<file path="src/rtl/calc_dispatcher.sv">
// calc_dispatcher: descriptor table plus command sequencer for the matrix calculator core.
module calc_dispatcher #(
  parameter int unsigned NUM_SLOTS   = 8,
  parameter int unsigned SLOT_STRIDE = 25,
  parameter int unsigned TIMEOUT     = 4095
) (
  input  logic        clk,
  input  logic        rst,
  input  logic        cmd_valid,
  output logic        cmd_ready,
  input  logic [2:0]  cmd_op,
  input  logic [2:0]  cmd_slot_a,
  input  logic [2:0]  cmd_slot_b,
  input  logic [2:0]  cmd_slot_res,
  input  logic [31:0] cmd_scalar,
  input  logic        desc_we,
  input  logic [2:0]  desc_slot,
  input  logic [2:0]  desc_m,
  input  logic [2:0]  desc_n,
  output logic        desc_wr_err,
  input  logic [2:0]  rd_slot,
  output logic [2:0]  rd_m,
  output logic [2:0]  rd_n,
  output logic        rd_valid,
  output logic        core_start,
  output logic [2:0]  core_op,
  output logic [7:0]  core_op1_addr,
  output logic [7:0]  core_op2_addr,
  output logic [7:0]  core_res_addr,
  output logic [31:0] core_op1_m,
  output logic [31:0] core_op1_n,
  output logic [31:0] core_op2_m,
  output logic [31:0] core_op2_n,
  input  logic        core_done,
  output logic        busy,
  output logic        rsp_valid,
  output logic [1:0]  rsp_err
);

  localparam int unsigned SLOT_W = 3;
  localparam int unsigned DIM_W  = 3;
  localparam int unsigned ADDR_W = 8;
  localparam int unsigned DATA_W = 32;
  localparam int unsigned CNT_W  = $clog2(TIMEOUT + 1);
  localparam logic [DIM_W-1:0] MAX_DIM = DIM_W'(5);
  localparam logic [CNT_W-1:0] CNT_LAST = CNT_W'(TIMEOUT - 1);

  typedef enum logic [2:0] {
    S_IDLE, S_CHECK, S_START, S_WAIT, S_COMMIT, S_RESP
  } state_t;

  state_t                  state_q, state_d;
  logic [NUM_SLOTS-1:0]    valid_q, valid_d;
  logic [DIM_W-1:0]        m_q [NUM_SLOTS];
  logic [DIM_W-1:0]        m_d [NUM_SLOTS];
  logic [DIM_W-1:0]        n_q [NUM_SLOTS];
  logic [DIM_W-1:0]        n_d [NUM_SLOTS];
  logic [2:0]              op_q, op_d;
  logic [SLOT_W-1:0]       a_q, a_d, b_q, b_d, res_q, res_d;
  logic [DATA_W-1:0]       scalar_q, scalar_d;
  logic [CNT_W-1:0]        cnt_q, cnt_d;
  logic                    desc_wr_err_q, desc_wr_err_d;
  logic                    core_start_q, core_start_d;
  logic                    rsp_valid_q, rsp_valid_d;
  logic [1:0]              rsp_err_q, rsp_err_d;
  logic [2:0]              core_op_q, core_op_d;
  logic [ADDR_W-1:0]       op1_addr_q, op1_addr_d, op2_addr_q, op2_addr_d, res_addr_q, res_addr_d;
  logic [DATA_W-1:0]       op1_m_q, op1_m_d, op1_n_q, op1_n_d, op2_m_q, op2_m_d, op2_n_q, op2_n_d;
  logic [1:0]              chk_err;
  logic                    uses_b;

  // Sequential state: FSM, descriptor table, latched command and registered outputs.
  always_ff @(posedge clk) begin
    if (rst) begin
      state_q       <= S_IDLE;
      valid_q       <= '0;
      m_q           <= '{default: '0};
      n_q           <= '{default: '0};
      op_q          <= '0;
      a_q           <= '0;
      b_q           <= '0;
      res_q         <= '0;
      scalar_q      <= '0;
      cnt_q         <= '0;
      desc_wr_err_q <= 1'b0;
      core_start_q  <= 1'b0;
      rsp_valid_q   <= 1'b0;
      rsp_err_q     <= '0;
      core_op_q     <= '0;
      op1_addr_q    <= '0;
      op2_addr_q    <= '0;
      res_addr_q    <= '0;
      op1_m_q       <= '0;
      op1_n_q       <= '0;
      op2_m_q       <= '0;
      op2_n_q       <= '0;
    end else begin
      state_q       <= state_d;
      valid_q       <= valid_d;
      m_q           <= m_d;
      n_q           <= n_d;
      op_q          <= op_d;
      a_q           <= a_d;
      b_q           <= b_d;
      res_q         <= res_d;
      scalar_q      <= scalar_d;
      cnt_q         <= cnt_d;
      desc_wr_err_q <= desc_wr_err_d;
      core_start_q  <= core_start_d;
      rsp_valid_q   <= rsp_valid_d;
      rsp_err_q     <= rsp_err_d;
      core_op_q     <= core_op_d;
      op1_addr_q    <= op1_addr_d;
      op2_addr_q    <= op2_addr_d;
      res_addr_q    <= res_addr_d;
      op1_m_q       <= op1_m_d;
      op1_n_q       <= op1_n_d;
      op2_m_q       <= op2_m_d;
      op2_n_q       <= op2_n_d;
    end
  end

  // Next-state, table updates and output computation.
  always_comb begin
    state_d       = state_q;
    valid_d       = valid_q;
    m_d           = m_q;
    n_d           = n_q;
    op_d          = op_q;
    a_d           = a_q;
    b_d           = b_q;
    res_d         = res_q;
    scalar_d      = scalar_q;
    cnt_d         = cnt_q;
    desc_wr_err_d = 1'b0;
    core_start_d  = 1'b0;
    rsp_valid_d   = 1'b0;
    rsp_err_d     = rsp_err_q;
    core_op_d     = core_op_q;
    op1_addr_d    = op1_addr_q;
    op2_addr_d    = op2_addr_q;
    res_addr_d    = res_addr_q;
    op1_m_d       = op1_m_q;
    op1_n_d       = op1_n_q;
    op2_m_d       = op2_m_q;
    op2_n_d       = op2_n_q;
    chk_err       = 2'd0;
    uses_b        = (op_q == 3'd1) || (op_q == 3'd3);

    // Host descriptor writes land only while idle and with legal dimensions.
    if (desc_we) begin
      if ((state_q == S_IDLE) && (desc_m != '0) && (desc_m <= MAX_DIM) &&
          (desc_n != '0) && (desc_n <= MAX_DIM)) begin
        m_d[desc_slot]     = desc_m;
        n_d[desc_slot]     = desc_n;
        valid_d[desc_slot] = 1'b1;
      end else begin
        desc_wr_err_d = 1'b1;
      end
    end

    case (state_q)
      S_IDLE: begin
        if (cmd_valid) begin
          op_d     = cmd_op;
          a_d      = cmd_slot_a;
          b_d      = cmd_slot_b;
          res_d    = cmd_slot_res;
          scalar_d = cmd_scalar;
          state_d  = S_CHECK;
        end
      end
      S_CHECK: begin
        if (op_q >= 3'd4) begin
          chk_err = 2'd2;
        end else if (!valid_q[a_q] || (uses_b && !valid_q[b_q])) begin
          chk_err = 2'd1;
        end else if ((op_q == 3'd1) && ((m_q[a_q] != m_q[b_q]) || (n_q[a_q] != n_q[b_q]))) begin
          chk_err = 2'd2;
        end else if ((op_q == 3'd3) && (n_q[a_q] != m_q[b_q])) begin
          chk_err = 2'd2;
        end
        if (chk_err != 2'd0) begin
          rsp_err_d   = chk_err;
          rsp_valid_d = 1'b1;
          state_d     = S_RESP;
        end else begin
          core_start_d = 1'b1;
          core_op_d    = op_q;
          op1_addr_d   = ADDR_W'(a_q) * ADDR_W'(SLOT_STRIDE);
          res_addr_d   = ADDR_W'(res_q) * ADDR_W'(SLOT_STRIDE);
          op1_m_d      = DATA_W'(m_q[a_q]);
          op1_n_d      = DATA_W'(n_q[a_q]);
          op2_addr_d   = '0;
          op2_m_d      = '0;
          op2_n_d      = '0;
          if (uses_b) begin
            op2_addr_d = ADDR_W'(b_q) * ADDR_W'(SLOT_STRIDE);
            op2_m_d    = DATA_W'(m_q[b_q]);
            op2_n_d    = DATA_W'(n_q[b_q]);
          end else if (op_q == 3'd2) begin
            op2_m_d    = scalar_q;
          end
          state_d = S_START;
        end
      end
      S_START: begin
        cnt_d   = '0;
        state_d = S_WAIT;
      end
      S_WAIT: begin
        // A done arriving in the final watchdog cycle still counts as success.
        if (core_done) begin
          state_d = S_COMMIT;
        end else if (cnt_q == CNT_LAST) begin
          valid_d[res_q] = 1'b0;
          rsp_err_d      = 2'd3;
          rsp_valid_d    = 1'b1;
          state_d        = S_RESP;
        end else begin
          cnt_d = cnt_q + CNT_W'(1);
        end
      end
      S_COMMIT: begin
        // Result shape: transpose swaps, matrix multiply takes (mA, nB), others keep A.
        if (op_q == 3'd0) begin
          m_d[res_q] = n_q[a_q];
          n_d[res_q] = m_q[a_q];
        end else if (op_q == 3'd3) begin
          m_d[res_q] = m_q[a_q];
          n_d[res_q] = n_q[b_q];
        end else begin
          m_d[res_q] = m_q[a_q];
          n_d[res_q] = n_q[a_q];
        end
        valid_d[res_q] = 1'b1;
        rsp_err_d      = 2'd0;
        rsp_valid_d    = 1'b1;
        state_d        = S_RESP;
      end
      S_RESP: begin
        state_d = S_IDLE;
      end
      default: begin
        state_d = S_IDLE;
      end
    endcase
  end

  assign cmd_ready     = (state_q == S_IDLE);
  assign busy          = (state_q != S_IDLE);
  assign rd_m          = m_q[rd_slot];
  assign rd_n          = n_q[rd_slot];
  assign rd_valid      = valid_q[rd_slot];
  assign desc_wr_err   = desc_wr_err_q;
  assign core_start    = core_start_q;
  assign core_op       = core_op_q;
  assign core_op1_addr = op1_addr_q;
  assign core_op2_addr = op2_addr_q;
  assign core_res_addr = res_addr_q;
  assign core_op1_m    = op1_m_q;
  assign core_op1_n    = op1_n_q;
  assign core_op2_m    = op2_m_q;
  assign core_op2_n    = op2_n_q;
  assign rsp_valid     = rsp_valid_q;
  assign rsp_err       = rsp_err_q;

endmodule

</file>
<file path="config.mk">
export PLATFORM = sky130hd
export DESIGN_NAME = calc_dispatcher
export DESIGN_NICKNAME = d
export VERILOG_FILES = /design/src/rtl/calc_dispatcher.sv
export SDC_FILE = /design/constraint.sdc
export NUM_CORES = 1
export LEC_CHECK = 0
export ABC_CLOCK_PERIOD_IN_PS = 5700
export BUFFER_PORTS_ARGS = -buffer_cell sky130_fd_sc_hd__clkbuf_2
export CAP_MARGIN = 20
export CORE_MARGIN = 2
export CORE_UTILIZATION = 40
export CTS_CLUSTER_DIAMETER = 80
export DETAILED_ROUTE_END_ITERATION = 6
export PLACE_DENSITY = 0.73
export SYNTH_ARGS = -nofsm -noshare
export SYNTH_HDL_FRONTEND = slang
export SYNTH_SLANG_ARGS = --single-unit
export TNS_END_PERCENT = 10
</file>
<file path="constraint.sdc">
create_clock -name clk -period 5.7 [get_ports clk]
set_input_delay 0.57 -clock clk [delete_from_list [all_inputs] [get_ports clk]]
set_output_delay 0.57 -clock clk [all_outputs]
set_load 0.05 [all_outputs]
</file>
Word-level counts from Yosys, hierarchy flattened
Index checks and enable logic that the tools add are counted. Widths: inputs -> output; s select.

Register bits after elaboration: 217. Output and inout port bits: 169. Bits of input ports: 61.

$add $sub $neg: 1. Bitwise operators: 12. Multipliers: 3. Reduce and logical (&&, ||, !) cells: 31. Muxes and demuxes: 80. Magnitude comparators: 17. Equal/unequal tests: 17.

Operators with widths (count): $mux 24 (9); $bwmux 24 (7); $mux 32 (2); $mux 3 (19); $bmux 3 s3 (6); $mux 8 (5); $mul 3x5->8 const B (3); $mux 12 (2); $pmux 12 s2 (1); $ge 4x4->1 const B (5); $lt 3x4->1 const B (5); $not 3->4 (5); $demux 3 s3 (2); $mux 2 (8); $or 8x8->8 (2); $pmux 8 s2 (1); $pmux 3 s5 (1); $add 12x1->12 const B (1); $eq 12x12->1 const B (1); $eq 3x2->1 const B (4); $reduce_bool 3->1 (4); $logic_and 1x1->1 (11); $mux 1 (10); $ne 2x2->1 const B (5); other kinds (23) (42).

Longest topological paths before layout
Gate-level depths: netlist (run 1).

Depth after elaboration: 14. Gate-level depth with buffers: 11.

Worst setup path before layout (run 1)
OpenSTA, ideal clock, no wires.

Path type: register to register. Start point: register state_q[0]. End point: register n_q[15] (netlist bit). Arrival: 3.380 ns. Setup slack: 2.186 ns. Cell stages (with the launch flop): 10. Setup time: 0.134 ns. Path buffers: 2. Required time: 5.566 ns. Cell sequence: dfxtp_1 clkbuf_1 nor3_1 nand3_1 nor3_1 or3b_2 clkbuf_1 mux2_2 nor2_1 a211oi_1.

Cells in the longest elaborated chain, start to end: 11. Elaborated cells between the ends (all ways): 14. Those cells by class: eq/ne (1); mux (8); reduce/logical (5).

RTL lines: start: declaration (RTL line 52) `state_t state_q, state_d;`; start signal: assignment (RTL line 98) `state_q <= state_d;`; $logic_not 3->1 (*); named net cmd_ready (RTL line 10) `output logic cmd_ready,`; $logic_and 1x1->1 (*) (3 in a row) (RTL line 152) `if ((state_q == S_IDLE) && (desc_m != '0) && (desc_m <= MAX_DIM) &&`; $logic_and 1x1->1 (*) (RTL line 153) `(desc_n != '0) && (desc_n <= MAX_DIM)) begin`; $mux 24 (*) (RTL line 152); $mux 24 (*) (RTL line 151) `if (desc_we) begin`; $bwmux 24 (on tied branches) (RTL line 234, 231); $mux 24 (RTL line 229) `end else if (op_q == 3'd3) begin`; $mux 24 (RTL line 226) `if (op_q == 3'd0) begin`; $mux 24 (*) (RTL line 162) `case (state_q)`; end signal: assignment (RTL line 101) `n_q <= n_d;`; end: declaration (RTL line 56) `logic [DIM_W-1:0] n_q [NUM_SLOTS];`.

Mark *: on every way through the listed nets, which the timed path passes. The rest lies on a longest branch. A chain may end at the register's enable or synchronous reset.

Worst setup path after layout (run 1)
Start point: register a_q[0]. End point: register op2_n_q[2] (netlist: core_op2_n[2]).

Cells in the longest elaborated chain, start to end: 14. Elaborated cells between the ends (all ways): 25. Those cells by class: eq/ne (3); mux (13); bitwise (2); reduce/logical (7).

RTL lines: start: declaration (RTL line 59) `logic [SLOT_W-1:0] a_q, a_d, b_q, b_d, res_q, res_d;`; start signal: assignment (RTL line 80) `a_q <= '0;`; start signal: assignment (RTL line 103) `a_q <= a_d;`; $not 3->4 (implied by the code) (RTL line 178, 180); $bmux 3 s3 (on tied branches) (RTL line 178, 180); $mux 3 (on tied branches) (2 in a row) (RTL line 178, 180); $ne 3x3->1 (on tied branches) (RTL line 180, 178); $logic_and 1x1->1 / $logic_or 1x1->1 (equally long branches) (RTL line 180, 178); $mux 2 / $logic_and 1x1->1 (equally long branches) (RTL line 180, 178); $mux 2 (RTL line 178) `end else if ((op_q == 3'd1) && ((m_q[a_q] != m_q[b_q]) || (n_q[a_q] != n_q[b_q]))) begin`; $mux 2 (*) (RTL line 176) `end else if (!valid_q[a_q] || (uses_b && !valid_q[b_q])) begin`; $mux 2 (*) (RTL line 174) `if (op_q >= 3'd4) begin`; $mux 2 (*) (RTL line 162); $reduce_bool 2->1 (*) (RTL line 183) `if (chk_err != 2'd0) begin`; $not 1->1 (no source line) (*); $reduce_and 2->1 (no source line) (*); end signal: assignment (RTL line 119) `op2_n_q <= op2_n_d;`; end: declaration (RTL line 68) `logic [DATA_W-1:0] op1_m_q, op1_m_d, op1_n_q, op1_n_d, op2_m_q, op2_m_d, op2_n_q, op2_n_d;`.

Every way passes the cells marked *; elsewhere a longest branch is shown, timed or not. The select of a mux whose other input is x is not followed.

==> report_table.html, run 1 <==
<table>
<tr><th>Metric</th><th>Value</th></tr>
<tr><th colspan="2">Timing</th></tr>
<tr><td>Worst slew margin relative to its limit</td><td>31.37%</td></tr>
<tr><td>Transition time at the pin with the least slew margin</td><td>1.029 ns</td></tr>
<tr><td>Post-Route Skew</td><td>0.01170 ns</td></tr>
<tr><td>Number of hold-slack violations in the final timing report</td><td>0</td></tr>
<tr><td>Count of final max-slew check failures</td><td>0</td></tr>
<tr><td>RSZ-0062 raised after global routing</td><td>false</td></tr>
<tr><td>Post-layout minimum cycle time</td><td>4.002 ns</td></tr>
<tr><td>Final-report setup violation count</td><td>0</td></tr>
<tr><td>Max Clock Freq</td><td>249.9 MHz</td></tr>
<tr><td>Post-route fraction of the period consumed by the critical path</td><td>70.20%</td></tr>
<tr><td>Sum of negative setup slack</td><td>0 ns</td></tr>
<tr><th colspan="2">Synth</th></tr>
<tr><td>Number of warnings printed during yosys synthesis</td><td>0</td></tr>
<tr><td>Synth Area in Adders</td><td>2.214%</td></tr>
<tr><td>Biggest area consumer among synthesized cells</td><td>sky130_fd_sc_hd__dfxtp_1</td></tr>
<tr><td>Dominant register cell in the synthesized netlist</td><td>sky130_fd_sc_hd__dfxtp_1</td></tr>
<tr><td>Cell types occupying the most area after synthesis</td><td>sky130_fd_sc_hd__dfxtp_1 36%, sky130_fd_sc_hd__mux4_2 7.5%, sky130_fd_sc_hd__buf_4 6.8%</td></tr>
<tr><td>Proportion of synthesized area in mux cells</td><td>15.64%</td></tr>
<tr><td>Post-synthesis cell area</td><td>10170 um^2</td></tr>
<tr><td>Largest family of logic cells by synthesized area</td><td>compound AO/OA/AOI/OAI gates</td></tr>
<tr><td>Number of distinct standard cells referenced by the synthesized netlist</td><td>58</td></tr>
<tr><td>List of most frequent post-synthesis cells</td><td>185 x sky130_fd_sc_hd__dfxtp_1, 120 x sky130_fd_sc_hd__a21oi_1, 120 x sky130_fd_sc_hd__nand2_1</td></tr>
<tr><td>Top cell type's share of synthesized area</td><td>36.40%</td></tr>
<tr><td>Simple-gate portion of the synthesized area</td><td>15.66%</td></tr>
<tr><td>Area fraction in compound gates after synthesis</td><td>17.06%</td></tr>
<tr><td>Register bit total from synthesis</td><td>185</td></tr>
<tr><td>Fraction of registers with async set/reset</td><td>0%</td></tr>
<tr><td>Post-synthesis average cell area</td><td>8.885 um^2</td></tr>
<tr><td>Area share of xor/xnor cells in the synthesized design</td><td>1.808%</td></tr>
<tr><td>Most frequent cell after synthesis</td><td>sky130_fd_sc_hd__dfxtp_1</td></tr>
<tr><td>Number of enable-type register cells in the synthesized netlist</td><td>0</td></tr>
<tr><td>Share of the yosys chip area belonging to registers</td><td>36.40%</td></tr>
<tr><td>Gate count after technology mapping</td><td>1145</td></tr>
<tr><th colspan="2">Global routing</th></tr>
<tr><td>Wire length of the first global-routing pass</td><td>44740 um</td></tr>
<tr><td>Vias in the first global route</td><td>8075</td></tr>
<tr><td>GRT overflow</td><td>0</td></tr>
<tr><td>Antenna violations before repair</td><td>0</td></tr>
<tr><td>Pin count of the biggest net entering global routing</td><td>99</td></tr>
<tr><td>Tot GR Track Use</td><td>21.37%</td></tr>
<tr><th colspan="2">Clocking</th></tr>
<tr><td>Setup fix buffers added after clock tree synthesis</td><td>0</td></tr>
<tr><td>Number of hold buffers added after CTS</td><td>0</td></tr>
<tr><td>Total clock buffers created by CTS</td><td>17</td></tr>
<tr><td>Clock Latency Late Sink</td><td>0.45 ns</td></tr>
<tr><td>CTS tree</td><td>built</td></tr>
<tr><td>Bufs on Longest Clock Path</td><td>2</td></tr>
<tr><td>Clk root buf</td><td>sky130_fd_sc_hd__clkbuf_16</td></tr>
<tr><td>Number of gates resized after cts</td><td>0</td></tr>
<tr><td>Clock transition time at the flip-flop clock pins of the worst setup and hold paths</td><td>0.08 ns</td></tr>
<tr><td>Clock sink count</td><td>185</td></tr>
<tr><td>CTS HTree Levels</td><td>4</td></tr>
<tr><th colspan="2">Floorplan</th></tr>
<tr><td>Die H</td><td>163.5 um</td></tr>
<tr><td># IOs</td><td>230</td></tr>
<tr><td>Die X</td><td>163.5 um</td></tr>
<tr><td>Number of core rows</td><td>58</td></tr>
<tr><td>Starting Density</td><td>40.52%</td></tr>
<tr><td>Core ar.</td><td>25110 um^2</td></tr>
<tr><td>Die outline area</td><td>26730 um^2</td></tr>
<tr><th colspan="2">Worst setup path</th></tr>
<tr><td>Ordered cell list for the critical path</td><td>mux4_2, mux2i_1, xor2_1, a2111oi_4, a211oi_4, buf_4, or4_1, a21oi_1</td></tr>
<tr><td>Arrival time at the worst endpoint</td><td>4.37 ns</td></tr>
<tr><td>Crit path capture type</td><td>flop</td></tr>
<tr><td>Type of the setup path with the least slack</td><td>flop to flop</td></tr>
<tr><td>Endpoint required time on the critical path</td><td>6.07 ns</td></tr>
<tr><td>Crit path launch type</td><td>flop</td></tr>
<tr><td>Critical path fanouts, max</td><td>62</td></tr>
<tr><td>Max stage delay on crit path</td><td>0.92 ns</td></tr>
<tr><td>Worst path slowest cell</td><td>sky130_fd_sc_hd__dfxtp_1</td></tr>
<tr><th colspan="2">Pwr</th></tr>
<tr><td>Share of total power in the clock network</td><td>35.9%</td></tr>
<tr><td>Pwr/cell area</td><td>302.2 nW/um^2</td></tr>
<tr><td>Part of the total power dissipated in sequential elements</td><td>42.1%</td></tr>
<tr><td>Worst ir drop on vdd</td><td>212.5 uV</td></tr>
<tr><td>Power consumption</td><td>3400 uW</td></tr>
<tr><td>Cell-internal power</td><td>2187 uW</td></tr>
<tr><td>Net switching fraction of the power</td><td>35.69%</td></tr>
<tr><td>Net switching power of the design</td><td>1214 uW</td></tr>
<tr><td>Relative contribution of combinational cells to total power</td><td>21.9%</td></tr>
<tr><td>Leakage power</td><td>0.004462 uW</td></tr>
<tr><th colspan="2">Min path</th></tr>
<tr><td>Class of the tightest hold or removal check</td><td>primary input to flop</td></tr>
<tr><th colspan="2">Placed design</th></tr>
<tr><td>Number of I/O port buffers</td><td>142</td></tr>
<tr><td>Placed Instance Area</td><td>10620 um^2</td></tr>
<tr><td>Detailed placement HPWL</td><td>19980 um</td></tr>
<tr><td>Post-Place Cells</td><td>1526</td></tr>
<tr><td>Routability cong.</td><td>0.9240</td></tr>
<tr><th colspan="2">Finish</th></tr>
<tr><td>Area growth from synthesis to layout</td><td>10.59%</td></tr>
<tr><td>Post-layout util</td><td>44.81%</td></tr>
<tr><td>Post-Layout Cell Count</td><td>1559</td></tr>
<tr><td>Post-layout instance area</td><td>11250 um^2</td></tr>
<tr><td>Final net count</td><td>1295</td></tr>
<tr><td>Antenna diode count</td><td>0</td></tr>
<tr><td>Fraction of final layout cells sized beyond drive strength 1</td><td>20.91%</td></tr>
<tr><td>FILL cells</td><td>2419</td></tr>
<tr><th colspan="2">Routing</th></tr>
<tr><td>Detailed Routing Iterations Pass 1</td><td>5</td></tr>
<tr><td>Post-detailed-route wirelength per cell</td><td>18.83 um</td></tr>
<tr><td>Number of DRC violations after detailed-routing iteration 0</td><td>1021</td></tr>
<tr><td>Vias per std cell</td><td>5.673</td></tr>
<tr><td>Antenna violation net count after detailed routing</td><td>0</td></tr>
<tr><td>Final Routed Wirelength</td><td>29360 um</td></tr>
<tr><td>DRC violation count after routing</td><td>0</td></tr>
<tr><td>Via Count</td><td>8844</td></tr>
<tr><th colspan="2">Run status</th></tr>
<tr><td>Status</td><td>completed</td></tr>
<tr><th colspan="2">Run</th></tr>
<tr><td>Number of max-capacitance violations reported</td><td>0</td></tr>
</table>
-- kinds of logic after synthesis --
kind of cell / Yosys count
other cells: 1
flops: 185
compound gates: 282
fa+ha+maj: 18
buf+inv: 201
mux: 102
simple gates: 335
xor+xnor: 21
-- power groups by stage --
stage / registers (uW) / clock network, uW / logic [uW]
finish: 1430 / 1220 / 746
global placement: 1460 / 0 / 724
global route: 1440 / 1290 / 793
floorplan: 1450 / 0 / 615
detailed placement: 1460 / 0 / 733
CTS: 1430 / 1230 / 736
-- registers in the layout, summed over array words and instances (netlist names), 3 cells and up --
name           cells
a_q                3
core_op1_n         3
cnt_q             12
n_q               24
core_op2_m        32
state_q            3
m_q               24
core_res_addr      7
res_q              3
valid_q            8
core_op1_m         3
core_op            3
core_op2_addr      7
core_op2_n         3
op_q               3
b_q                3
scalar_q          32
core_op1_addr      7
-- metrics by stage --
stage                     hold WS, ns  worst slack (ns)
after floorplan                0.4367             2.186
after global placement         0.4433             1.477
after detailed placement       0.4484             1.447
after CTS                      0.3327             1.433
after global routing           0.3299             1.505
final                          0.3376             1.698
-- final timing paths --
kind | start | to | slack, ns | cells past startpoint
max reg2reg | a_q[0] | core_op2_n[2] | 1.70 | 8
min reg2reg | scalar_q[14] | scalar_q[14] | 0.46 | 2
max | a_q[0] | core_op2_n[2] | 1.70 | 8
min | cmd_scalar[11] | scalar_q[11] | 0.34 | 3
-- layout by cell type (no fill, tap or decap), types with 10 or more instances in the layout --
master                      instances
sky130_fd_sc_hd__clkbuf_2         141
sky130_fd_sc_hd__nand4_1           43
sky130_fd_sc_hd__a211oi_1          76
sky130_fd_sc_hd__dfxtp_1          185
sky130_fd_sc_hd__xor2_1            16
sky130_fd_sc_hd__conb_1            87
sky130_fd_sc_hd__nor2_1            71
sky130_fd_sc_hd__nand3_1           28
sky130_fd_sc_hd__mux4_2            34
sky130_fd_sc_hd__clkbuf_16         17
sky130_fd_sc_hd__o21ai_0           53
sky130_fd_sc_hd__nor3_1            15
sky130_fd_sc_hd__ha_1              18
sky130_fd_sc_hd__mux2_2            22
sky130_fd_sc_hd__nor2b_1           16
sky130_fd_sc_hd__buf_4             10
sky130_fd_sc_hd__mux2i_1           37
sky130_fd_sc_hd__inv_1             12
sky130_fd_sc_hd__nand2_1          120
sky130_fd_sc_hd__a21oi_1          120
-- final cells by class --
| type | count | area [um^2] | share of cell area, % |
|---|---|---|---|
| clock buffer | 17 | 425.4 | 3.781 |
| clock inverter | 15 | 182.7 | 1.624 |
| inverter | 15 | 56.30 | 0.5004 |
| multi-input combinational | 845 | 5669 | 50.39 |
| sequential | 185 | 3704 | 32.92 |
| tap | 330 | 412.9 | 3.670 |
| timing repair buffer | 152 | 800.8 | 7.117 |
-- routing by layer --
layer | GRT usage, % | vias to the layer above | wire, um
met1 | 28.67 | 4238 | 12320
met3 | 4.012 | 62 | 2339
met5 | 0 | - | 0
met4 | 7.935 | 0 | 838
li1 | - | 4092 | -
met2 | 34.25 | 452 | 13860
-- worst max-delay path, delay by kind of cell, from the launching register on --
family | cells | cell delay [ns]
flip-flops | 1 | 0.92
buffers and inverters | 1 | 0.33
AO/OA/AOI/OAI | 3 | 0.79
AND/OR/NAND/NOR | 1 | 0.61
multiplexers | 2 | 1.06
XOR/XNOR | 1 | 0.21
No activity file was read; power rests on OpenSTA's default activity.
==> run 2: changes to the inputs <==
ABC_CLOCK_PERIOD_IN_PS = 3900   (was 5700)
clock period = 3.9 ns   (was 5.7 ns; I/O delays follow)
==> report_table.html, run 2 (synthesized netlist as in run 1, its figures left out) <==
<table>
<tr><th>Metric</th><th>Value</th></tr>
<tr><th colspan="2">Run status</th></tr>
<tr><td>Status</td><td>completed (unchanged)</td></tr>
<tr><th colspan="2">Worst setup path</th></tr>
<tr><td>Number of buffers and inverters on the critical path</td><td>1 (unchanged)</td></tr>
<tr><td>Number of gates on the worst path with buffers counted</td><td>8 (unchanged)</td></tr>
<tr><td>Max stage delay on crit path</td><td>0.65 ns (was 0.92 ns)</td></tr>
<tr><td>Crit path capture type</td><td>flop (unchanged)</td></tr>
<tr><td>Crit path launch type</td><td>flop (unchanged)</td></tr>
<tr><td>Type of the setup path with the least slack</td><td>flop to flop (unchanged)</td></tr>
<tr><td>Ordered cell list for the critical path</td><td>mux4_1, mux2i_1, xor2_1, a2111oi_4, a211oi_4, buf_4, o21ai_0, a21oi_1 (was mux4_2, mux2i_1, xor2_1, a2111oi_4, a211oi_4, buf_4, or4_1, a21oi_1)</td></tr>
<tr><td>Number of cells on the worst reg-to-reg path</td><td>8 (unchanged)</td></tr>
<tr><td>Critical path fanouts, max</td><td>32 (was 62)</td></tr>
<tr><td>CP top delay family</td><td>multiplexers (unchanged)</td></tr>
<tr><td>Worst path slowest cell</td><td>sky130_fd_sc_hd__dfxtp_1 (unchanged)</td></tr>
<tr><td>Endpoint required time on the critical path</td><td>4.27 ns (was 6.07 ns)</td></tr>
<tr><td>Arrival time at the worst endpoint</td><td>4.00 ns (was 4.37 ns)</td></tr>
<tr><th colspan="2">Placed design</th></tr>
<tr><td>Detailed placement HPWL</td><td>20890 um (was 19980 um)</td></tr>
<tr><td>Number of I/O port buffers</td><td>142 (unchanged)</td></tr>
<tr><td>Routability cong.</td><td>0.9027 (was 0.9240)</td></tr>
<tr><th colspan="2">Clocking</th></tr>
<tr><td>Clock Latency Late Sink</td><td>0.45 ns (about the same)</td></tr>
<tr><td>Clock sink count</td><td>185 (unchanged)</td></tr>
<tr><td>Number of gates resized after cts</td><td>0 (unchanged)</td></tr>
<tr><td>Clk root buf</td><td>sky130_fd_sc_hd__clkbuf_16 (unchanged)</td></tr>
<tr><td>CTS tree</td><td>built (unchanged)</td></tr>
<tr><td>CTS HTree Levels</td><td>4 (unchanged)</td></tr>
<tr><td>Number of hold buffers added after CTS</td><td>0 (unchanged)</td></tr>
<tr><td>Clock transition time at the flip-flop clock pins of the worst setup and hold paths</td><td>0.08 ns (about the same)</td></tr>
<tr><td>Bufs on Longest Clock Path</td><td>2 (unchanged)</td></tr>
<tr><td>Total clock buffers created by CTS</td><td>17 (unchanged)</td></tr>
<tr><td>Setup fix buffers added after clock tree synthesis</td><td>0 (unchanged)</td></tr>
<tr><th colspan="2">Timing</th></tr>
<tr><td>Post-route fraction of the period consumed by the critical path</td><td>92.97% (was 70.20%)</td></tr>
<tr><td>Number of hold-slack violations in the final timing report</td><td>0 (unchanged)</td></tr>
<tr><td>Post-Route Skew</td><td>0.01479 ns (was 0.01170 ns)</td></tr>
<tr><td>Transition time at the pin with the least slew margin</td><td>0.9507 ns (was 1.029 ns)</td></tr>
<tr><td>Worst slew margin relative to its limit</td><td>34.81% (was 31.37%)</td></tr>
<tr><td>RSZ-0062 raised after global routing</td><td>false (unchanged)</td></tr>
<tr><td>Count of final max-slew check failures</td><td>0 (unchanged)</td></tr>
<tr><td>Max Clock Freq</td><td>275.8 MHz (was 249.9 MHz)</td></tr>
<tr><td>Sum of negative setup slack</td><td>0 ns (unchanged)</td></tr>
<tr><td>Final-report setup violation count</td><td>0 (unchanged)</td></tr>
<tr><td>Post-layout minimum cycle time</td><td>3.626 ns (was 4.002 ns)</td></tr>
<tr><th colspan="2">Finish</th></tr>
<tr><td>Area growth from synthesis to layout</td><td>11.40% (was 10.59%)</td></tr>
<tr><td>Antenna diode count</td><td>0 (unchanged)</td></tr>
<tr><td>Final net count</td><td>1308 (was 1295)</td></tr>
<tr><td>Most common library cell in the layout ignoring fill and taps</td><td>sky130_fd_sc_hd__dfxtp_1 (unchanged)</td></tr>
<tr><td>FILL cells</td><td>2445 (was 2419)</td></tr>
<tr><td>Post-layout util</td><td>45.14% (was 44.81%)</td></tr>
<tr><td>Highest-count cells in the layout ignoring fill and taps</td><td>184 x sky130_fd_sc_hd__dfxtp_1, 141 x sky130_fd_sc_hd__clkbuf_2, 120 x sky130_fd_sc_hd__nand2_1, 120 x sky130_fd_sc_hd__a21oi_1, 87 x sky130_fd_sc_hd__conb_1 (was 185 x sky130_fd_sc_hd__dfxtp_1, 141 x sky130_fd_sc_hd__clkbuf_2, 120 x sky130_fd_sc_hd__nand2_1, 120 x sky130_fd_sc_hd__a21oi_1, 87 x sky130_fd_sc_hd__conb_1)</td></tr>
<tr><td>Fraction of final layout cells sized beyond drive strength 1</td><td>21.82% (was 20.91%)</td></tr>
<tr><th colspan="2">Global routing</th></tr>
<tr><td>Tot GR Track Use</td><td>21.69% (was 21.37%)</td></tr>
<tr><td>Pin count of the biggest net entering global routing</td><td>75 (was 99)</td></tr>
<tr><td>GRT overflow</td><td>0 (unchanged)</td></tr>
<tr><td>Antenna violations before repair</td><td>0 (unchanged)</td></tr>
<tr><td>Wire length of the first global-routing pass</td><td>45420 um (was 44740 um)</td></tr>
<tr><td>Vias in the first global route</td><td>8336 (was 8075)</td></tr>
<tr><th colspan="2">Routing</th></tr>
<tr><td>Number of DRC violations after detailed-routing iteration 0</td><td>954 (was 1021)</td></tr>
<tr><td>Final Routed Wirelength</td><td>29590 um (was 29360 um)</td></tr>
<tr><td>Via Count</td><td>8974 (was 8844)</td></tr>
<tr><td>DRC violation count after routing</td><td>0 (unchanged)</td></tr>
<tr><td>Vias per std cell</td><td>5.709 (was 5.673)</td></tr>
<tr><td>Detailed Routing Iterations Pass 1</td><td>5 (unchanged)</td></tr>
<tr><td>Antenna violation net count after detailed routing</td><td>0 (unchanged)</td></tr>
<tr><td>Post-detailed-route wirelength per cell</td><td>18.83 um (about the same)</td></tr>
<tr><th colspan="2">Run</th></tr>
<tr><td>Number of max-capacitance violations reported</td><td>0 (unchanged)</td></tr>
<tr><th colspan="2">Floorplan</th></tr>
<tr><td>Die X</td><td>163.5 um (unchanged)</td></tr>
<tr><td># IOs</td><td>230 (unchanged)</td></tr>
<tr><td>Core ar.</td><td>25110 um^2 (unchanged)</td></tr>
<tr><td>Starting Density</td><td>40.52% (unchanged)</td></tr>
<tr><td>Die outline area</td><td>26730 um^2 (unchanged)</td></tr>
<tr><td>Die H</td><td>163.5 um (unchanged)</td></tr>
<tr><td>Number of core rows</td><td>58 (unchanged)</td></tr>
<tr><th colspan="2">Pwr</th></tr>
<tr><td>Net switching fraction of the power</td><td>35.62% (was 35.69%)</td></tr>
<tr><td>Part of the total power dissipated in sequential elements</td><td>41.8% (was 42.1%)</td></tr>
<tr><td>Worst ir drop on vdd</td><td>254.1 uV (was 212.5 uV)</td></tr>
<tr><td>Net switching power of the design</td><td>1776 uW (was 1214 uW)</td></tr>
<tr><td>Cell-internal power</td><td>3210 uW (was 2187 uW)</td></tr>
<tr><td>Share of total power in the clock network</td><td>35.8% (was 35.9%)</td></tr>
<tr><td>Pwr/cell area</td><td>440.0 nW/um^2 (was 302.2 nW/um^2)</td></tr>
<tr><td>Relative contribution of combinational cells to total power</td><td>22.4% (was 21.9%)</td></tr>
<tr><td>Leakage power</td><td>0.004515 uW (was 0.004462 uW)</td></tr>
<tr><th colspan="2">Min path</th></tr>
<tr><td>Class of the tightest hold or removal check</td><td>primary input to flop (unchanged)</td></tr>
<tr><td>Cell depth of the worst hold path</td><td>3 (unchanged)</td></tr>
</table>
[run 2: cell count changes in the layout (fill, tap and decap cells not counted), moves of 2 or more]
cell | previous run | this run
sky130_fd_sc_hd__buf_4 | 10 | 24
sky130_fd_sc_hd__clkinv_2 | 2 | 0
sky130_fd_sc_hd__clkinv_4 | 1 | 3
sky130_fd_sc_hd__clkinv_8 | 4 | 2
sky130_fd_sc_hd__inv_8 | 3 | 5
[run 2: layout make-up]
cell class	count	area [um^2]	share of cell area [%]
Multi-Input combinational cell	845	5669	50.02
Sequential cell	185	3705	32.69
Timing Repair Buffer	165	885.9	7.816
Clock buffer	17	425.4	3.754
Tap cell	330	412.9	3.643
Clock inverter	15	178.9	1.579
Inverter	15	56.30	0.4968
[run 2: path summary, 6_finish.rpt]
path | start | to | slack, ns
min | cmd_scalar[16] | scalar_q[16] | 0.16
min reg2reg | scalar_q[31] | scalar_q[31] | 0.46
max | a_q[1] | core_op2_m[0] | 0.27
max reg2reg | a_q[1] | core_op2_m[0] | 0.27
[run 2: tightest hold or removal path, stage by stage]
cell and delay, ns:
sky130_fd_sc_hd__clkbuf_2 0.08, sky130_fd_sc_hd__nand2_1 0.04, sky130_fd_sc_hd__a21oi_1 0.05
[run 2: per-stage QoR]
stage / power, uW / hold WS (ns) / setup slack (ns) / instance area [um^2] / instances
after floorplan: 3017 / 0.4367 / 0.3855 / 10500 / 1231
after global placement: 3207 / 0.4425 / 0.4119 / 10730 / 1540
after detailed placement: 3224 / 0.4479 / 0.3394 / 10730 / 1540
after CTS: 4991 / 0.1510 / 0.2840 / 11330 / 1572
after global routing: 5177 / 0.1502 / 0.09505 / 11330 / 1572
final: 4987 / 0.1554 / 0.2741 / 11330 / 1572
[run 2: routing by layer]
layer | GRT usage [%] | share of wire, % | up-vias
met3 | 4.495 | 8.7 | 83
met2 | 34.66 | 47 | 453
met4 | 8.892 | 3.2 | 0
met1 | 28.62 | 41 | 4323
met5 | 0 | 0 | -
li1 | - | - | 4115
[run 2: power groups by stage]
| stage | logic (uW) | clock network (uW) | registers, uW |
|---|---|---|---|
| 2_1_floorplan | 899 | 0 | 2120 |
| 3_3_place_gp | 1090 | 0 | 2120 |
| 3_5_place_dp | 1100 | 0 | 2120 |
| 4_1_cts | 1110 | 1800 | 2080 |
| 5_1_grt | 1190 | 1890 | 2090 |
| 6_report | 1120 | 1790 | 2080 |
